**config.mk**
```make
export PLATFORM = sky130hd
export DESIGN_NAME = cal_out_accum
export DESIGN_NICKNAME = d
export VERILOG_FILES = /design/src/rtl/cal_out_accum.sv
export SDC_FILE = /design/constraint.sdc
export NUM_CORES = 1
export LEC_CHECK = 0
export BUFFER_PORTS_ARGS = -buffer_cell sky130_fd_sc_hd__buf_2
export CAP_MARGIN = 40
export CORE_UTILIZATION = 62
export CTS_CLUSTER_DIAMETER = 100
export DETAILED_ROUTE_END_ITERATION = 12
export PLACE_DENSITY = 0.95
export SETUP_SLACK_MARGIN = 0.1
export SYNTH_ARGS = -nofsm -noshare
export SYNTH_HDL_FRONTEND = slang
export SYNTH_SLANG_ARGS = --single-unit
```
**constraint.sdc**
```tcl
create_clock -name clk -period 6.2 [get_ports clk]
set_input_delay 0.62 -clock clk [delete_from_list [all_inputs] [get_ports clk]]
set_output_delay 0.62 -clock clk [all_outputs]
set_load 0.005 [all_outputs]
```
**src/rtl/cal_out_accum.sv**
```systemverilog
// Per-lane windowed accumulator for the packed add/sub result bus, with a valid/ready result port.
// Optional build macro CAL_ACC_SAT_EN: saturating accumulators plus a sticky per-lane out_sat flag.
module cal_out_accum #(
  parameter int NUM_SAMPLES = 8,
  parameter int ACC_W       = 10,
  parameter int CNT_W       = $clog2(NUM_SAMPLES + 1)
) (
  input  logic                    clk,
  input  logic                    rst,
  input  logic                    in_valid,
  output logic                    in_ready,
  input  logic [7:0]              in_cal_out,
  input  logic                    in_add_sub_sel,
  input  logic                    in_flush,
  output logic                    out_valid,
  input  logic                    out_ready,
  output logic signed [ACC_W-1:0] out_sum_lane0,
  output logic signed [ACC_W-1:0] out_sum_lane1,
  output logic [CNT_W-1:0]        out_count
`ifdef CAL_ACC_SAT_EN
  ,
  output logic [1:0]              out_sat
`endif
);

  typedef enum logic {ACCUM, DONE} state_t;

`ifdef CAL_ACC_SAT_EN
  localparam logic signed [ACC_W-1:0] ACC_MAX = {1'b0, {(ACC_W-1){1'b1}}};
  localparam logic signed [ACC_W-1:0] ACC_MIN = {1'b1, {(ACC_W-1){1'b0}}};

  function automatic logic signed [ACC_W:0] widen_add(input logic signed [ACC_W-1:0] a,
                                                      input logic signed [ACC_W-1:0] b);
    return {a[ACC_W-1], a} + {b[ACC_W-1], b};
  endfunction

  function automatic logic add_ovf(input logic signed [ACC_W-1:0] a,
                                   input logic signed [ACC_W-1:0] b);
    logic signed [ACC_W:0] s;
    s = widen_add(a, b);
    return s[ACC_W] ^ s[ACC_W-1];
  endfunction
`endif

  // Sums (0..12) are unsigned nibbles, differences (-6..6) are two's-complement nibbles.
  function automatic logic signed [ACC_W-1:0] ext_lane(input logic [3:0] nib,
                                                       input logic       is_diff);
    if (is_diff)
      return {{(ACC_W-4){nib[3]}}, nib};
    return {{(ACC_W-4){1'b0}}, nib};
  endfunction

  function automatic logic signed [ACC_W-1:0] acc_add(input logic signed [ACC_W-1:0] a,
                                                      input logic signed [ACC_W-1:0] b);
`ifdef CAL_ACC_SAT_EN
    logic signed [ACC_W:0] s;
    s = widen_add(a, b);
    if (s[ACC_W] != s[ACC_W-1])
      return s[ACC_W] ? ACC_MIN : ACC_MAX;
    return s[ACC_W-1:0];
`else
    return a + b;
`endif
  endfunction

  state_t                  state, next_state;
  logic                    accept, complete, vld_p1;
  logic signed [ACC_W-1:0] ext0_p0, ext1_p0;
  logic signed [ACC_W-1:0] acc0_p0, acc1_p0, acc0_nxt, acc1_nxt;
  logic [CNT_W-1:0]        cnt_p0, cnt_nxt;
  logic signed [ACC_W-1:0] sum0_p1, sum1_p1;
  logic [CNT_W-1:0]        cnt_p1;
`ifdef CAL_ACC_SAT_EN
  logic [1:0]              ovf_p0, ovf_nxt, sat_p1;
`endif

  always_ff @(posedge clk) begin
    if (rst) state <= ACCUM;
    else     state <= next_state;
  end

  always_comb begin
    next_state = state;
    case (state)
      ACCUM:   if (complete)  next_state = DONE;
      DONE:    if (out_ready) next_state = ACCUM;
      default: next_state = ACCUM;
    endcase
  end

  always_comb begin
    in_ready = (state == ACCUM);
    vld_p1   = (state == DONE);
  end

  always_comb begin
    accept   = in_valid && in_ready;
    ext0_p0  = ext_lane(in_cal_out[3:0], in_add_sub_sel);
    ext1_p0  = ext_lane(in_cal_out[7:4], ~in_add_sub_sel);
    acc0_nxt = accept ? acc_add(acc0_p0, ext0_p0) : acc0_p0;
    acc1_nxt = accept ? acc_add(acc1_p0, ext1_p0) : acc1_p0;
    cnt_nxt  = cnt_p0 + CNT_W'(accept);
    // A flush only closes a window that holds at least one sample, counting this cycle's.
    complete = (state == ACCUM) &&
               ((accept && (cnt_nxt == CNT_W'(NUM_SAMPLES))) ||
                (in_flush && ((cnt_p0 != '0) || accept)));
`ifdef CAL_ACC_SAT_EN
    ovf_nxt  = ovf_p0 | {accept && add_ovf(acc1_p0, ext1_p0),
                         accept && add_ovf(acc0_p0, ext0_p0)};
`endif
  end

  // Stage p0 accumulators -> stage p1 presented results
  always_ff @(posedge clk) begin
    if (rst) begin
      acc0_p0 <= '0;
      acc1_p0 <= '0;
      cnt_p0  <= '0;
      sum0_p1 <= '0;
      sum1_p1 <= '0;
      cnt_p1  <= '0;
`ifdef CAL_ACC_SAT_EN
      ovf_p0  <= '0;
      sat_p1  <= '0;
`endif
    end else if (state == DONE) begin
      if (out_ready) begin
        acc0_p0 <= '0;
        acc1_p0 <= '0;
        cnt_p0  <= '0;
`ifdef CAL_ACC_SAT_EN
        ovf_p0  <= '0;
        sat_p1  <= '0;
`endif
      end
    end else begin
      acc0_p0 <= acc0_nxt;
      acc1_p0 <= acc1_nxt;
      cnt_p0  <= cnt_nxt;
`ifdef CAL_ACC_SAT_EN
      ovf_p0  <= ovf_nxt;
`endif
      if (complete) begin
        sum0_p1 <= acc0_nxt;
        sum1_p1 <= acc1_nxt;
        cnt_p1  <= cnt_nxt;
`ifdef CAL_ACC_SAT_EN
        sat_p1  <= ovf_nxt;
`endif
      end
    end
  end

  assign out_valid     = vld_p1;
  assign out_sum_lane0 = sum0_p1;
  assign out_sum_lane1 = sum1_p1;
  assign out_count     = cnt_p1;
`ifdef CAL_ACC_SAT_EN
  assign out_sat       = sat_p1;
`endif

endmodule

```
# ---- Word-level counts from Yosys, hierarchy flattened
# Cells that the tools add are included.
dict set report totals {
  regBits 49
  latch_bits 0
  ramBits 0
  rom_bits 0
  inputBits 14
  output_inout_bits 26
  memories 0
}
dict set report op_classes {
  n_addsub 3
  multipliers 0
  n_div 0
  n_lt_le_gt_ge 0
  n_eq_ne 2
  shifts 0
  n_mux 14
  n_bitwise 1
  n_reduce_logical 8
}
# operator count
set op_table {}
lappend op_table {{10-bit 2-to-1 mux} 8}
lappend op_table {{10-bit adder} 2}
lappend op_table {{4-bit 2-to-1 mux} 2}
lappend op_table {{4-bit by 1-bit adder with 4-bit output} 1}
lappend op_table {{4-bit equality test, second input constant} 1}
lappend op_table {{1-bit logical AND} 4}
lappend op_table {{4-bit nonzero test} 1}
lappend op_table {{1-bit 2-to-1 mux} 3}
lappend op_table {{1-bit logical OR} 2}
lappend op_table {{2-bit inequality test, second input constant} 1}
lappend op_table {{1-bit one-hot mux with 2 select lines} 1}
lappend op_table {{2-bit AND reduction} 1}
lappend op_table {{1-bit NOT} 1}

# ---- Longest topological paths before layout
# Gate-level depths: netlist of the first run.
dict set report logic_depth {
  ltp_word 9
  mapped_depth 13
  depth_no_buf 9
}

# ---- Worst setup path before layout of the first run
# No wires, ideal clock.
dict set report synth_timing {
  path_kind {input to register}
  from {input in_valid}
  to {register sum0_p1[4] (netlist: out_sum_lane0[4])}
  arrival_time_ns 2.539
  required_time_ns 6.114
  setup_slack_ns 3.575
  cell_stages 12
  path_buffers 3
  path_cell_list {nand2b_4 buf_6 inv_1 buf_1 ha_1 ha_1 nor3_1 nand3_1 nand2_2 clkbuf_1 nor2_1 a211oi_1}
}
dict set report synth_via {
  elab_chain_len 7
  word_cells_on_any_way 10
  classes_between {add/sub: 1; eq/ne: 1; mux: 1; reduce/logical: 7}
}
# element line_no
set synth_rtl {}
lappend synth_rtl {{from (decl)} 10} ;# input logic in_valid,
lappend synth_rtl {{1-bit logical AND} 97} ;# accept = in_valid && in_ready;
lappend synth_rtl {{4-bit by 1-bit adder with 4-bit output} 102} ;# cnt_nxt = cnt_p0 + CNT_W'(accept);
lappend synth_rtl {{net cnt_nxt[1]} 70} ;# logic [CNT_W-1:0] cnt_p0, cnt_nxt;
lappend synth_rtl {{4-bit equality test} 105} ;# ((accept && (cnt_nxt == CNT_W'(NUM_SAMPLES))) ||
lappend synth_rtl {{1-bit logical AND} 105}
lappend synth_rtl {{1-bit logical OR} 105}
lappend synth_rtl {{1-bit logical AND} 104} ;# complete = (state == ACCUM) &&
lappend synth_rtl {{2-bit AND reduction (no line)} -}
lappend synth_rtl {{to (signal assigned)} 144} ;# sum0_p1 <= acc0_nxt;
lappend synth_rtl {{to (decl)} 71} ;# logic signed [ACC_W-1:0] sum0_p1, sum1_p1;
# The timed path passes the listed nets, and every way through them passes these cells.
# A chain may end at the register's enable or synchronous reset.

# ---- Worst setup path after layout of the first run
dict set report layout_timing {
  from {register state (netlist: out_valid)}
  to {register sum1_p1[2] (netlist: out_sum_lane1[2])}
}
dict set report layout_via {
  elab_chain_len 8
  word_cells_on_any_way 11
  classes_between {add/sub: 1; eq/ne: 1; mux: 1; bitwise: 1; reduce/logical: 7}
}
# element line_no
set layout_rtl {}
lappend layout_rtl {{from (decl)} 66} ;# state_t state, next_state;
lappend layout_rtl {{from (signal assigned)} 79} ;# else state <= next_state;
lappend layout_rtl {{1-bit NOT (no line)} -}
lappend layout_rtl {{1-bit logical AND} 97}
lappend layout_rtl {{4-bit by 1-bit adder with 4-bit output} 102}
lappend layout_rtl {{net cnt_nxt[1]} 70}
lappend layout_rtl {{4-bit equality test} 105}
lappend layout_rtl {{1-bit logical AND} 105}
lappend layout_rtl {{1-bit logical OR} 105}
lappend layout_rtl {{1-bit logical AND} 104}
lappend layout_rtl {{2-bit AND reduction (no line)} -}
lappend layout_rtl {{to (signal assigned)} 145} ;# sum1_p1 <= acc1_nxt;
lappend layout_rtl {{to (decl)} 71}
# The timed path passes the listed nets, and every way through them passes these cells.

==> metrics.cfg, run 1 <==
[outcome]
outcome=completed

[clock_tree]
clkTransAtPathRegs_ps=80
cts_buffer_depth=2
clock_sink_count=49
htreeDepth=2
cts_resized=0
cts_hold_buf=0
numCtsBuffers=5
cts_root_buf=clkbuf_8
clk_latency_ps=310
postCtsSetupBuffers=0
cts_tree=yes

[floorplan]
dieArea_um2=4820
die_y_um=69.4
ios=40
rows=24
core_um2=4350
initial_core_util_pct=64.7
die_w_um=69.4

[global_route]
use_met1_pct=35.5
met2_usage_pct=45.2
grt_use_total_pct=27.5
grt_pass1_wl_um=10700
grt_util_met3_pct=4.80
first_global_vias=2352
grt_antenna_before_repair=0
grt-busiest-layer=met2
grt_overflow=0
grt_max_degree=51

[synthesis]
ys_ff_latch=49
synth-xor-area-share_pct=4.98
synth_warnings=0
syn_avg_cell_area_um2=8.19
synth_top_family_by_area=compound AO/OA/AOI/OAI gates
synthesis.nets=372
synthArstFlopShare_pct=0
synth_edf_count=0
synth_ff_type=dfxtp_1
synth-compound-area-share_pct=22.5
netlist_area_um2=2820
synth_fa_ha_area_share_pct=6.75
yosys.area_share.simple_pct=21.0
synth_mux_area_share_pct=4.22
syn_inst=344
yosysSeqAreaShare_pct=34.8
synth_cell_types=52

[sta]
rsz0062_at_grt=false
min_period_ps=3790
setup_slack_ps=2410
relSlewSlack_pct=40.4
finalSetupViolCount=0
worst_pin_slew_ps=894
finalMaxSlewViolations=0
final.setup_skew_ps=9.32
fin_tns_setup_ps=0
finalHoldViolCount=0
max_freq_ghz=0.264
fin_crit_sh_pct=61.2

[power_and_ir_drop]
power.density_nw_per_um2=253
ir_worst_vdd_v=0.000203
p_leak_uw=0.00127

[layout]
antenna_cells=0
nFillCells=351
drive_above_1_share_pct=15.9
synthToLayoutAreaGrowth_pct=7.60
nNetsFinal=392

[hold_path]
min_path_type=flip-flop to flip-flop

[routing]
drtIter0Drc=216
via_per_inst=6.20
wl_per_cell_um=15.3
dr.pass1.iters=5
ant_nets=0
drcViolationCount=0
wl_um=6360
vias=2578

[place]
pre_cts_slack_ps=2530
dp_hpwl_um=4370
gp_congestion=0.923
io_buffers=39

[worst_setup_path]
worstSetupPathType=flip-flop to flip-flop
required_ps=6440
cp.arrival_ps=4040
cp-start-kind=flip-flop
worstPathMaxFanout=40
cp-end-kind=flip-flop

[flow_run]
cap_viol_max_count=0

==> cells in the final DEF, fill, tap and decap left out, drive strengths merged, types with 6 or more instances in the layout <==
cell type	Yosys	layout
a311oi	10	10
xnor2	13	13
inv	7	7
mux2i	7	7
a21oi	23	23
ha	12	12
nor2	53	53
nand3	6	6
clkbuf	16	6
nand2	40	40
dfxtp	49	49
o21ai	14	14
nor3	8	8
a211oi	14	14
buf	10	39
==> power breakdown <==
group	switching (uW)	leakage, uW	internal [uW]
registers	31.0	0.000402	345
logic	110	0.000825	84.9
clock network	106	0.0000433	88.3
total	247	0.00127	518
==> registers in the layout, summed over array words and instances (netlist names) <==
register       count
acc0_p0           10
acc1_p0           10
out_sum_lane0     10
out_sum_lane1     10
cnt_p0             4
out_count          4
out_valid          1
==> per-stage QoR <==
step | utilization (%) | cells | hold WS (ps) | instance area [um2] | total power [uW]
after floorplan | - | 344 | 453 | 2820 | 526
after global placement | 67.5 | 409 | 461 | 2940 | 566
after detailed placement | 67.5 | 409 | 465 | 2940 | 574
after CTS | 69.6 | 416 | 483 | 3030 | 767
after global routing | 69.6 | 416 | 500 | 3030 | 806
final | 69.6 | 416 | 479 | 3030 | 765
==> cell usage after synthesis (all sizes together) (2+ instances only) <==
| library cell | instances | area (um2) |
|---|---|---|
| o21ai | 14 | 70.1 |
| a211oi | 14 | 105 |
| nor3 | 8 | 40.0 |
| mux2 | 4 | 48.8 |
| xnor2 | 13 | 114 |
| and3 | 3 | 18.8 |
| o211a | 2 | 20.0 |
| o211ai | 2 | 25.0 |
| ha | 12 | 150 |
| clkbuf | 16 | 60.1 |
| fa | 2 | 40.0 |
| nand2 | 40 | 158 |
| o21bai | 2 | 15.0 |
| nand2b | 3 | 26.3 |
| a21oi | 23 | 115 |
| a311oi | 10 | 93.8 |
| o22a | 4 | 35.0 |
| nand4 | 3 | 18.8 |
| nor4 | 2 | 12.5 |
| o31ai | 4 | 30.0 |
| nand3b | 3 | 22.5 |
| nor2 | 53 | 199 |
| or4 | 2 | 15.0 |
| or3 | 2 | 12.5 |
| a31oi | 3 | 18.8 |
| dfxtp | 49 | 981 |
| mux2i | 7 | 70.1 |
| nand3 | 6 | 30.0 |
| buf | 10 | 76.3 |
| or2 | 2 | 12.5 |
| inv | 7 | 26.3 |
| xor2 | 3 | 26.3 |
| a21o | 5 | 37.5 |
==> per-layer routing <==
metal	up-vias	share of wire, %
met5	-	0
met4	0	2.4
met3	23	5.0
met2	91	48
met1	1197	45
li1	1267	-
==> final timing paths <==
kind | startpoint | to | slack, ps | cells after the start
setup reg to reg | out_valid | out_sum_lane1[2] | 2410 | 9
setup / recovery | out_valid | out_sum_lane1[2] | 2410 | 9
hold reg to reg | out_count[3] | out_count[3] | 480 | 2
hold / removal | out_count[3] | out_count[3] | 480 | 2
==> worst max-delay path: stages, from the launching register on <==
cell,delay [ps]
dfxtp_1,890
nand2b_4,460
inv_1,300
ha_1,300
ha_1,310
nor3_1,190
nand3_1,160
nand2_2,620
mux2_2,410
nor2_1,70
==> cells by family (layout without fill, tap and decap cells) <==
logic type | after synthesis | after routing
XOR/XNOR | 16 | 16
flip-flops | 49 | 49
AND/OR/NAND/NOR | 130 | 130
AO/OA/AOI/OAI | 91 | 91
buffers and inverters | 33 | 53
multiplexers | 11 | 11
adder cells (fa/ha/maj) | 14 | 14
==> layout make-up <==
| type | instances | area, um2 | share of cell area [%] |
|---|---|---|---|
| Clock buffer | 6 | 82.6 | 2.73 |
| Clock inverter | 1 | 7.51 | 0.248 |
| Inverter | 7 | 26.3 | 0.867 |
| Multi-Input combinational cell | 262 | 1670 | 55.2 |
| Sequential cell | 49 | 981 | 32.4 |
| Tap cell | 52 | 65.1 | 2.15 |
| Timing Repair Buffer | 39 | 195 | 6.44 |
Note: power is estimated with default switching activity, not from simulation.
==> run 2: changes to the inputs <==
--- a/config.mk
+++ b/config.mk
@@ -7,10 +7,10 @@
 export LEC_CHECK = 0
 export BUFFER_PORTS_ARGS = -buffer_cell sky130_fd_sc_hd__buf_2
 export CAP_MARGIN = 40
-export CORE_UTILIZATION = 62
+export CORE_UTILIZATION = 52
 export CTS_CLUSTER_DIAMETER = 100
 export DETAILED_ROUTE_END_ITERATION = 12
-export PLACE_DENSITY = 0.95
+export PLACE_DENSITY = 0.88
 export SETUP_SLACK_MARGIN = 0.1
 export SYNTH_ARGS = -nofsm -noshare
 export SYNTH_HDL_FRONTEND = slang
==> constraint.sdc (replaced) <==
create_clock -name clk -period 3.3 [get_ports clk]
set_input_delay 0.33 -clock clk [delete_from_list [all_inputs] [get_ports clk]]
set_output_delay 0.33 -clock clk [all_outputs]
set_load 0.005 [all_outputs]
==> run 2 against run 1 <==
Compared with the run above: sequential share of layout area decreased by 0.86 points; core utilization decreased by 9.4 points; clock skew decreased by 4.6 ps; global-route usage decreased by 4.8 points; critical path type unchanged; critical endpoint is now out_sum_lane1[7]; largest cell class unchanged; highest routed layer unchanged.
==> metrics.cfg, run 2 (synthesis results as in run 1) <==
[outcome]
outcome=completed

[floorplan]
dieArea_um2=5710
core_um2=5170
ios=40
initial_core_util_pct=54.5
rows=26
die_w_um=75.6
die_y_um=75.6

[routing]
wl_met1_um=2860
vias=2574
via_per_inst=5.86
drtIter0Drc=200
ant_nets=0
met2WireLength_um=2860
wl_per_cell_um=14.1
wl_um=6190
drcViolationCount=0
wl_met3_um=370
routed.top_layer=met4
dr.pass1.iters=4

[place]
dp_hpwl_um=4290
place_area_um2=2990
io_buffers=39
gp_congestion=0.888
pre_cts_slack_ps=681

[sta]
rsz0062_at_grt=false
fin_crit_sh_pct=79.0
max_freq_ghz=0.384
finalSetupViolCount=0
relSlewSlack_pct=38.2
finalMaxSlewViolations=0
final.setup_skew_ps=4.73
min_period_ps=2610
worst_pin_slew_ps=927
finalHoldViolCount=0
fin_tns_setup_ps=0
setup_slack_ps=695

[global_route]
grt_use_total_pct=22.8
first_global_vias=2167
grt_antenna_before_repair=0
grt_overflow=0
grt_max_degree=51
grt_pass1_wl_um=9940

[layout]
nNetsFinal=396
nFillCells=463
synthToLayoutAreaGrowth_pct=10.5
antenna_cells=0
layout_common_cells=nor2_1, dfxtp_1, buf_2
final_common_cell=nor2_1
drive_above_1_share_pct=17.1
final-seq-area_um2=981
fin_area_um2=3110
multi_input_area_um2=1670

[clock_tree]
postCtsSetupBuffers=0
cts_tree=yes
numCtsBuffers=5
cts_root_buf=clkbuf_8
clock_sink_count=49
cts_buffer_depth=2
htreeDepth=2
cts_hold_buf=0
cts_resized=0
clkTransAtPathRegs_ps=90
clk_latency_ps=300

[worst_setup_path]
worstPathMaxFanout=24
cp-end-kind=flip-flop
cp.arrival_ps=2810
cp-start-kind=flip-flop
required_ps=3500
worstSetupPathType=flip-flop to flip-flop

[power_and_ir_drop]
p_leak_uw=0.00130
ir_worst_vdd_v=0.000239
power.density_nw_per_um2=492

[flow_run]
cap_viol_max_count=0

[hold_path]
min_path_type=input port to flip-flop

## run 2: changes by cell type in the layout (fill, tap and decap cells not counted), sizes merged
cell,change
buf,+4
bufinv,+1
## run 2: worst max-delay path, stage by stage (launching register included)
cell and delay, ps:
dfxtp_1 370, nand2b_4 140, inv_1 50, ha_1 190
ha_1 320, nor3_1 190, nand3_1 160, nand2_2 450
buf_4 310, nor2_1 70, a311oi_1 260
## run 2: power by group
part           internal, uW  total (uW)  switching, uW
clock network           247         457            211
logic                   165         376            211
registers               647         698           50.9
total                  1060        1530            472
## run 2: path summary, 6_finish.rpt
check             cells after the start  slack, ps        from               end
setup / recovery                     10        690   out_valid  out_sum_lane1[7]
hold / removal                        3        370    in_flush      out_count[3]
setup reg to reg                     10        690   out_valid  out_sum_lane1[7]
hold reg to reg                       2        480  acc0_p0[0]        acc0_p0[0]
## run 2: metal layers
metal	track usage, %	vias up
li1	-	1282
met1	30.0	1191
met2	37.2	89
met3	3.97	12
met4	8.85	0
met5	0	-
## run 2: final cells by class
class | instances | area share, %
multi-input cells | 262 | 53.7
flip-flops and latches | 49 | 31.5
repair buffers | 43 | 7.23
well taps | 70 | 2.81
clock buffers | 6 | 2.65
clock inverters | 2 | 1.21
inverters | 7 | 0.844
## run 2: per-stage QoR
step | hold WS, ps | utilization (%) | instances | power (uW)
floorplan | 453 | - | 344 | 988
global placement | 460 | 57.9 | 431 | 1070
detailed placement | 471 | 57.9 | 431 | 1080
CTS | 367 | 60.2 | 439 | 1530
global route | 388 | 60.2 | 439 | 1610
finish | 375 | 60.2 | 439 | 1530
==> run 3: changes to the inputs <==
==> constraint.sdc (replaced) <==
create_clock -name clk -period 2.34 [get_ports clk]
set_input_delay 0.234 -clock clk [delete_from_list [all_inputs] [get_ports clk]]
set_output_delay 0.234 -clock clk [all_outputs]
set_load 0.005 [all_outputs]
==> run 3 against run 2 <==
Compared with the run above: via count increased by 0.35%; non-clock buffer count increased by 13; worst hold slack got worse by 100 ps; first-iteration DRC count decreased by 18%; critical path type unchanged; cell count increased by 3.0%.
==> metrics.cfg, run 3 (synthesis results as in run 1) <==
[layout]
fin_area_um2=3350
nNetsFinal=409
layout_common_cells=nor2_1, dfxtp_1, buf_2
drive_above_1_share_pct=26.2
final_common_cell=nor2_1
antenna_cells=0
synthToLayoutAreaGrowth_pct=19.0
utilization_pct=64.8

[worst_setup_path]
path_buf_inv=0
cp-start-kind=flip-flop
slowest_delay_ps=390
critPathSlowestCell=fa_2
worstPathMaxFanout=3
r2r_slack_ps=90
required_ps=2550
path_delay_family=compound AO/OA/AOI/OAI gates
cp-end-kind=flip-flop
cp_cell_sequence=ha_4, fa_2, a21o_1, a2111o_1, o211ai_2, nand2_2, or2_4, a311oi_2
cp.arrival_ps=2470
worstSetupPathType=flip-flop to flip-flop

[sta]
finalSetupViolCount=0
setup_slack_ps=88.3
final.setup_skew_ps=4.30
finalMaxSlewViolations=0
rsz0062_at_grt=true
relSlewSlack_pct=65.3
min_period_ps=2250
max_freq_ghz=0.444
finalHoldViolCount=0
fin_crit_sh_pct=96.2
worst_pin_slew_ps=520
fin_tns_setup_ps=0

[hold_path]
min_path_type=input port to flip-flop

[clock_tree]
clkTransAtPathRegs_ps=90
htreeDepth=2
numCtsBuffers=5
clock_sink_count=49
cts_root_buf=clkbuf_8
clk_latency_ps=300
cts_tree=yes
cts_buffer_depth=2
cts_hold_buf=0

[place]
dp_hpwl_um=4340
pre_cts_slack_ps=-17.2
place_area_um2=3080
io_buffers=39
gp_congestion=0.913

[floorplan]
die_y_um=75.6
rows=26
ios=40
die_w_um=75.6
initial_core_util_pct=54.5
core_um2=5170
dieArea_um2=5710

[routing]
vias=2583
ant_nets=0
drtIter0Drc=164
wl_um=6450
dr.pass1.iters=4
drcViolationCount=0
via_per_inst=5.71
wl_per_cell_um=14.3

[global_route]
use_met1_pct=31.0
grt_util_met3_pct=3.84
grt_antenna_before_repair=0
grt_use_total_pct=23.3
met2_usage_pct=37.4
first_global_vias=2312
grt-busiest-layer=met2
grt_pass1_wl_um=10300
grt_max_degree=27
grt_overflow=0

[flow_run]
cap_viol_max_count=0

[power_and_ir_drop]
ir_worst_vdd_v=0.000342
power.density_nw_per_um2=688
p_leak_uw=0.00139
p_total_uw=2310

[outcome]
outcome=completed

==> run 3: cell count changes in the layout (fill, tap and decap cells not counted), moves of 2 or more <==
cell / delta
buf_4: +12
dfxtp_1: -4
dfxtp_2: +4
a211oi_1: -3
a211oi_2: +3
ha_1: -3
a21oi_1: -2
fa_1: -2
fa_2: +2
ha_4: +2
nor3_1: -2
nor3_2: +2
==> run 3: area by class of cell <==
type	count	area [um2]
Tap cell	70	87.6
Multi-Input combinational cell	262	1780
Inverter	7	26.3
Timing Repair Buffer	56	335
Sequential cell	49	986
Clock buffer	5	68.8
Fill cell	423	1820
Clock inverter	3	65.1
==> run 3: repair_timing <==
item / in CTS / in global routing
pin swaps: 0 / 7
buffers inserted: 0 / 4
gates resized for setup: 5 / 19
cloned: 0 / 0
setup endpoints to repair: 7 / 18
==> run 3: worst paths after layout <==
kind	start	end	depth (start not counted)
max reg2reg	acc0_p0[0]	out_sum_lane0[8]	8
min	in_flush	out_valid	3
max	acc0_p0[0]	out_sum_lane0[8]	8
min reg2reg	acc1_p0[0]	acc1_p0[0]	2
==> run 3: power breakdown <==
part	switching, uW	total [uW]	internal, uW	leakage (uW)
Sequential	72.4	987	914	0.000403
Clock	293	718	425	0.0000681
Combinational	322	601	279	0.000923
Total	688	2310	1620	0.00139
==> run 3: worst reg2reg max path, stage by stage, from the launching register on <==
cell      delay, ps
dfxtp_2         340
ha_4            170
fa_2            400
a21o_1          220
a2111o_1        370
o211ai_2         80
nand2_2          70
or2_4           240
a311oi_2        280
==> run 3: through the flow <==
step           hold slack [ps]  instances
6_report                   274        452
5_1_grt                    287        452
4_1_cts                    275        448
3_5_place_dp               460        440
3_3_place_gp               463        440
2_1_floorplan              415        344
==> run 3: layer usage <==
layer	up-vias	part of all wire, %
met5	-	0
met4	0	1.8
met3	11	4.2
met1	1212	46
met2	65	48
li1	1295	-
